===== config.mk =====
export PLATFORM = sky130hd
export DESIGN_NAME = acumulador_mult
export DESIGN_NICKNAME = d
export VERILOG_FILES = /design/src/rtl/acumulador_pkg.sv /design/src/rtl/multipli.sv /design/src/rtl/acumulador_mult.sv
export SDC_FILE = /design/constraint.sdc
export NUM_CORES = 1
export LEC_CHECK = 0
export ABC_AREA = 1
export BUFFER_PORTS_ARGS = -buffer_cell sky130_fd_sc_hd__buf_4
export CORE_UTILIZATION = 62
export DETAILED_ROUTE_END_ITERATION = 8
export MAX_ROUTING_LAYER = met4
export PLACE_DENSITY = 0.81
export SLEW_MARGIN = 20
export SYNTH_ARGS = -nofsm -noshare
export SYNTH_HDL_FRONTEND = slang
export SYNTH_HIERARCHICAL = 1
export SYNTH_SLANG_ARGS = --single-unit

===== constraint.sdc =====
create_clock -name CLOCK -period 3.75 [get_ports CLOCK]
set_input_delay 0.5625 -clock CLOCK [delete_from_list [all_inputs] [get_ports CLOCK]]
set_output_delay 0.5625 -clock CLOCK [all_outputs]
set_load 0.1 [all_outputs]

===== src/rtl/acumulador_pkg.sv =====
// Shared types and default sizes for the multiply-accumulate controller.
package acumulador_pkg;

  localparam int unsigned TAM_DEF   = 8;
  localparam int unsigned N_MAX_DEF = 16;

  typedef enum logic [2:0] {
    IDLE,
    WAIT_OP,
    FIRE,
    WAIT_MULT,
    DONE
  } estado_t;

endpackage


===== src/rtl/multipli.sv =====
// Signed sequential multiplier: magnitude shift-add over tamano cycles, sign fixed at the end.
// S is held until the next operation; END_MULT pulses for one cycle when S is updated.
module multipli #(
  parameter int unsigned tamano = 8
) (
  input  logic                         CLOCK,
  input  logic                         RESET,
  input  logic                         START,
  input  logic signed [tamano-1:0]     A,
  input  logic signed [tamano-1:0]     B,
  output logic signed [2*tamano-1:0]   S,
  output logic                         END_MULT
);

  localparam int unsigned ProdW = 2 * tamano;
  localparam int unsigned CntW  = $clog2(tamano + 1);

  logic                busy_q, busy_d;
  logic [ProdW-1:0]    mcand_q, mcand_d;
  logic [tamano-1:0]   mplier_q, mplier_d;
  logic [ProdW-1:0]    prod_q, prod_d;
  logic [CntW-1:0]     cnt_q, cnt_d;
  logic                neg_q, neg_d;
  logic [ProdW-1:0]    s_q, s_d;
  logic                end_q, end_d;

  logic [tamano-1:0]   a_mag, b_mag;
  logic [ProdW-1:0]    prod_acc;

  // The most negative operand has a magnitude that still fits as an unsigned tamano-bit value.
  assign a_mag    = A[tamano-1] ? (~A + 1'b1) : A;
  assign b_mag    = B[tamano-1] ? (~B + 1'b1) : B;
  assign prod_acc = prod_q + (mplier_q[0] ? mcand_q : '0);

  always_comb begin
    busy_d   = busy_q;
    mcand_d  = mcand_q;
    mplier_d = mplier_q;
    prod_d   = prod_q;
    cnt_d    = cnt_q;
    neg_d    = neg_q;
    s_d      = s_q;
    end_d    = 1'b0;
    if (!busy_q) begin
      if (START) begin
        mcand_d  = {{tamano{1'b0}}, a_mag};
        mplier_d = b_mag;
        prod_d   = '0;
        cnt_d    = CntW'(tamano);
        neg_d    = A[tamano-1] ^ B[tamano-1];
        busy_d   = 1'b1;
      end
    end else begin
      prod_d   = prod_acc;
      mcand_d  = mcand_q << 1;
      mplier_d = mplier_q >> 1;
      cnt_d    = cnt_q - CntW'(1);
      if (cnt_q == CntW'(1)) begin
        busy_d = 1'b0;
        end_d  = 1'b1;
        s_d    = neg_q ? (~prod_acc + 1'b1) : prod_acc;
      end
    end
  end

  always_ff @(posedge CLOCK or negedge RESET) begin
    if (!RESET) begin
      busy_q   <= 1'b0;
      mcand_q  <= '0;
      mplier_q <= '0;
      prod_q   <= '0;
      cnt_q    <= '0;
      neg_q    <= 1'b0;
      s_q      <= '0;
      end_q    <= 1'b0;
    end else begin
      busy_q   <= busy_d;
      mcand_q  <= mcand_d;
      mplier_q <= mplier_d;
      prod_q   <= prod_d;
      cnt_q    <= cnt_d;
      neg_q    <= neg_d;
      s_q      <= s_d;
      end_q    <= end_d;
    end
  end

  assign S        = s_q;
  assign END_MULT = end_q;

endmodule


===== src/rtl/acumulador_mult.sv =====
// Multiply-accumulate controller: accepts LEN operand pairs, multiplies each via multipli
// and sums the signed products into a wrapping accumulator with a sticky overflow flag.
module acumulador_mult
  import acumulador_pkg::*;
#(
  parameter int unsigned tamano = TAM_DEF,
  parameter int unsigned N_MAX  = N_MAX_DEF,
  parameter int unsigned ACC_W  = 2 * tamano + 4
) (
  input  logic                           CLOCK,
  input  logic                           RESET,
  input  logic                           START,
  input  logic [$clog2(N_MAX+1)-1:0]     LEN,
  input  logic                           DATA_VALID,
  input  logic signed [tamano-1:0]       A_IN,
  input  logic signed [tamano-1:0]       B_IN,
  output logic                           DATA_READY,
  output logic signed [ACC_W-1:0]        ACC,
  output logic                           END_ACC,
  output logic                           OVF
);

  localparam int unsigned LenW  = $clog2(N_MAX + 1);
  localparam int unsigned ProdW = 2 * tamano;

  estado_t                   state_q, state_d;
  logic [LenW-1:0]           cnt_q, cnt_d;
  logic signed [tamano-1:0]  a_q, a_d, b_q, b_d;
  logic signed [ACC_W-1:0]   acc_q, acc_d;
  logic                      ovf_q, ovf_d;
  logic                      ready_q, ready_d;
  logic                      end_acc_q, end_acc_d;
  logic                      mult_start_q, mult_start_d;
  logic                      end_mult_q;

  logic signed [ProdW-1:0]   mult_s;
  logic                      mult_end;
  logic                      end_rise;
  logic [LenW-1:0]           len_clamped;
  logic signed [ACC_W-1:0]   prod_ext;
  logic signed [ACC_W-1:0]   sum;
  logic                      sum_ovf;

  multipli #(
    .tamano(tamano)
  ) u_multipli (
    .CLOCK   (CLOCK),
    .RESET   (RESET),
    .START   (mult_start_q),
    .A       (a_q),
    .B       (b_q),
    .S       (mult_s),
    .END_MULT(mult_end)
  );

  assign len_clamped = (LEN > LenW'(N_MAX)) ? LenW'(N_MAX) : LEN;
  assign prod_ext    = ACC_W'(mult_s);
  assign sum         = acc_q + prod_ext;
  // Overflow only when both addends share a sign that the wrapped sum does not.
  assign sum_ovf     = (acc_q[ACC_W-1] == prod_ext[ACC_W-1]) &&
                       (sum[ACC_W-1] != acc_q[ACC_W-1]);
  // Edge against a registered copy so a level-style END_MULT is counted once.
  assign end_rise    = mult_end & ~end_mult_q;

  always_comb begin
    state_d = state_q;
    cnt_d   = cnt_q;
    a_d     = a_q;
    b_d     = b_q;
    acc_d   = acc_q;
    ovf_d   = ovf_q;
    unique case (state_q)
      IDLE: begin
        if (START) begin
          acc_d   = '0;
          ovf_d   = 1'b0;
          cnt_d   = len_clamped;
          state_d = (len_clamped != '0) ? WAIT_OP : DONE;
        end
      end
      WAIT_OP: begin
        if (DATA_VALID) begin
          a_d     = A_IN;
          b_d     = B_IN;
          state_d = FIRE;
        end
      end
      FIRE: state_d = WAIT_MULT;
      WAIT_MULT: begin
        if (end_rise) begin
          acc_d   = sum;
          ovf_d   = ovf_q | sum_ovf;
          cnt_d   = cnt_q - LenW'(1);
          state_d = (cnt_q == LenW'(1)) ? DONE : WAIT_OP;
        end
      end
      DONE:    state_d = IDLE;
      default: state_d = IDLE;
    endcase
    ready_d      = (state_d == WAIT_OP);
    mult_start_d = (state_d == FIRE);
    end_acc_d    = (state_q == DONE);
  end

  always_ff @(posedge CLOCK or negedge RESET) begin
    if (!RESET) begin
      state_q      <= IDLE;
      cnt_q        <= '0;
      a_q          <= '0;
      b_q          <= '0;
      acc_q        <= '0;
      ovf_q        <= 1'b0;
      ready_q      <= 1'b0;
      end_acc_q    <= 1'b0;
      mult_start_q <= 1'b0;
      end_mult_q   <= 1'b0;
    end else begin
      state_q      <= state_d;
      cnt_q        <= cnt_d;
      a_q          <= a_d;
      b_q          <= b_d;
      acc_q        <= acc_d;
      ovf_q        <= ovf_d;
      ready_q      <= ready_d;
      end_acc_q    <= end_acc_d;
      mult_start_q <= mult_start_d;
      end_mult_q   <= mult_end;
    end
  end

  assign DATA_READY = ready_q;
  assign ACC        = acc_q;
  assign END_ACC    = end_acc_q;
  assign OVF        = ovf_q;

endmodule


==> results.json <==
{
  "run_status": "complete, no violations",
  "final_cells": 1217,
  "synth_edf_count": 0,
  "io_buffers": 47,
  "grt_max_degree": 62,
  "ir_drop_uv": 793.5,
  "grt_pass1_wl_um": 28770,
  "grt_pass1_vias": 6435,
  "die_h_um": 110.9,
  "min_period_ps": 2916,
  "drt_iter0_markers": 461,
  "clkLatencyLatePin_ps": 360,
  "syn_area_um2": 7346,
  "synth_top_family_by_area": "simple AND/OR/NAND/NOR gates",
  "clock-sinks": 112,
  "power_density_nw_per_um2": 800.2,
  "place_area_um2": 7831,
  "max_freq_ghz": 0.3429,
  "max_stage_delay_ps": 670,
  "hold_class": "in -> async",
  "fill_cells": 962,
  "start_kind": "flop",
  "io_pins": 48,
  "hold_viol_final": 0,
  "synthDistinctLibCells": 48,
  "crit_chain": "nand2_1 -> inv_1 -> ha_1 -> fa_1 -> inv_1 -> ha_1 -> inv_1 -> a21oi_1 -> nand3_1 -> nor2_1 -> nand2_1 -> nor2_2 -> nand2_1 -> nand2_2 -> nand2_1 -> nand3_1 -> nand3_1 -> nand2_1",
  "critical_path_class": "reg -> reg",
  "final.setup_skew_ps": 8.456,
  "drive_gt1_frac": 0.1043,
  "dr.pass1.iters": 5,
  "crit_fanout": 17,
  "synth-simple-area-share": 0.3143,
  "cts_tree": "done",
  "layout_commonest_cell": "nand2_1",
  "clk_path_buf_depth": 2,
  "start_util": 0.6406,
  "antenna_found_initial": 0,
  "wl_per_cell_um": 13.31,
  "worst_pin_slew_ps": 768.9,
  "drc_errors": 0,
  "dp.cells": 1201,
  "end_kind": "flop",
  "cts_resized": 0,
  "fin_nets": 1137,
  "num_antenna_cells": 0,
  "cts_buffers": 9,
  "drt-total-wl_um": 16190,
  "slew_headroom": 0.4874,
  "worstPathArrival_ps": 3220,
  "synth_compound_area_frac": 0.1160,
  "vias": 6650,
  "synth-xor-area-share": 0.02742,
  "cts_hold_buf": 0,
  "finalCritPeriodShare": 0.7777,
  "area_delta_synth_final_pct": 10.94,
  "avgSynthCellArea_um2": 7.160,
  "gp_congestion": 0.9375,
  "grt-ovfl-total": 0,
  "path_common_cell": "nand2_1",
  "power_leakage_nw": 4.512,
  "cts_max_level": 3,
  "gr-usage-all-layers": 0.2948,
  "async_flop_share": 1.000,
  "synth_mux_area_frac": 0,
  "drtAntennaViolNets": 0,
  "ys_seq_elements": 112,
  "setup_viol": 0,
  "worstPathRequired_ps": 4060,
  "final_cell_mix": "nand2_1, inv_1, dfrtp_1, nand3_1, nor2_1",
  "synth_nets": 1094,
  "ys_warn_count": 6,
  "critPathSlowestCell": "dfrtp_1",
  "core-area_um2": 11470,
  "rsz0062_at_grt": "false",
  "clk_pin_slew_worst_paths_ps": 80,
  "fin_tns_setup_ps": 0,
  "post_cts_buffers": 0,
  "ys_seq_area_frac": 0.3815,
  "syn_inst": 1026,
  "cts_root_buf": "clkbuf_16",
  "viasPerCell": 5.464,
  "slew_viol_final": 0,
  "die_area_um2": 12290,
  "maxCapViolations": 0,
  "rows": 39,
  "design_area_um2": 8149,
  "post-dp-hpwl_um": 12200,
  "die_w_um": 110.9,
  "synth_top_flop_cell": "dfrtp_1",
  "synthAdderAreaFrac": 0.07529
}
worst max-delay path: cells and delay by family, from the launching register on:
family	cells	cell delay [ps]
flip-flops	1	670
AO/OA/AOI/OAI	1	110
adder cells (fa/ha/maj)	3	820
AND/OR/NAND/NOR	11	1030
buffers and inverters	3	230
metrics by stage:
| stage | util | hold WS (ps) | power [mW] | setup slack, ps |
|---|---|---|---|---|
| after floorplan | - | 266.9 | 4.729 | 973.6 |
| after global placement | 0.6829 | 360.6 | 5.419 | 975.5 |
| after detailed placement | 0.6829 | 365.5 | 5.509 | 866.6 |
| after CTS | 0.7106 | 298.2 | 6.539 | 838.9 |
| after global routing | 0.7106 | 342.0 | 7.046 | 516.9 |
| final | 0.7106 | 276.3 | 6.521 | 833.8 |
power by group:
part | internal, mW | switching, mW | leakage, nW | total [mW]
sequential | 1.65 | 0.421 | 1.48 | 2.08
combinational | 1.07 | 2.36 | 2.88 | 3.43
clock | 0.547 | 0.467 | 0.153 | 1.01
total | 3.27 | 3.25 | 4.51 | 6.52
layer usage:
| metal | part of all wire | global-route usage | vias to the layer above |
|---|---|---|---|
| li1 | - | - | 3381 |
| met1 | 0.47 | 0.3764 | 3095 |
| met2 | 0.47 | 0.4778 | 144 |
| met3 | 0.036 | 0.03390 | 30 |
| met4 | 0.023 | 0.1262 | 0 |
| met5 | 0 | - | - |
path summary, 6_finish.rpt:
check / startpoint / endpoint / slack [ps] / cells after the start
setup / recovery: u_multipli/mplier_q[0]$_DFFE_PN0P_ / u_multipli/S[12]$_DFFE_PN0P_ / 830 / 18
hold / removal: RESET / state_q[2]$_DFF_PN0_ / 280 / 1
setup reg to reg: u_multipli/mplier_q[0]$_DFFE_PN0P_ / u_multipli/S[12]$_DFFE_PN0P_ / 830 / 18
hold reg to reg: u_multipli/END_MULT$_DFF_PN0_ / end_mult_q$_DFF_PN0_ / 380 / 0
max in group asynchronous: RESET / u_multipli/mcand_q[15]$_DFFE_PN0P_ / 2730 / 2
min in group CLOCK: u_multipli/END_MULT$_DFF_PN0_ / end_mult_q$_DFF_PN0_ / 380 / 0
cell usage after synthesis, types with 2 or more instances:
cell type / n / area, um2
a21oi_1: 43 / 215.2
a22oi_1: 9 / 67.56
a31oi_1: 2 / 12.51
and2_1: 4 / 25.02
buf_2: 5 / 25.02
clkbuf_1: 13 / 48.80
clkinv_1: 2 / 7.510
dfrtp_1: 112 / 2803
fa_1: 2 / 40.04
ha_1: 41 / 513.0
inv_1: 131 / 491.7
inv_2: 6 / 22.52
nand2_1: 350 / 1314
nand2_2: 15 / 93.84
nand3_1: 65 / 325.3
nand3_2: 4 / 40.04
nand3b_1: 5 / 37.54
nand4_1: 10 / 62.56
nor2_1: 61 / 229.0
nor2_2: 7 / 43.79
nor2_4: 3 / 33.78
nor3_1: 9 / 45.04
nor3_2: 2 / 20.02
o211ai_1: 6 / 45.04
o21ai_0: 53 / 265.3
o21ai_1: 8 / 40.04
o21bai_1: 6 / 45.04
o221ai_1: 2 / 17.52
o22ai_1: 8 / 50.05
o311ai_0: 2 / 17.52
or2_1: 2 / 12.51
xnor2_1: 6 / 52.55
xor2_1: 17 / 148.9
kinds of logic after synthesis:
group                    Yosys count
AO/OA/AOI/OAI                    148
XOR/XNOR                          23
adder cells (fa/ha/maj)           43
buffers and inverters            160
flip-flops                       112
AND/OR/NAND/NOR                  540
registers in the layout (all words and copies together), names as in the netlist, 4 cells and up:
signal	count
ACC	20
a_q	8
b_q	8
cnt_q	5
u_multipli/S	16
u_multipli/cnt_q	4
u_multipli/mcand_q	16
u_multipli/mplier_q	8
u_multipli/prod_q	16
area by class of cell:
| class | instances | area [um2] | share of cell area |
|---|---|---|---|
| inverter | 139 | 521.8 | 0.06403 |
| multi-input combinational | 754 | 3918 | 0.4807 |
| tap | 143 | 178.9 | 0.02196 |
| timing repair buffer | 53 | 410.4 | 0.05036 |
| clock buffer | 10 | 239.0 | 0.02933 |
| sequential | 112 | 2803 | 0.3439 |
| clock inverter | 6 | 78.83 | 0.009673 |
No activity file was read; power rests on OpenSTA's default activity.
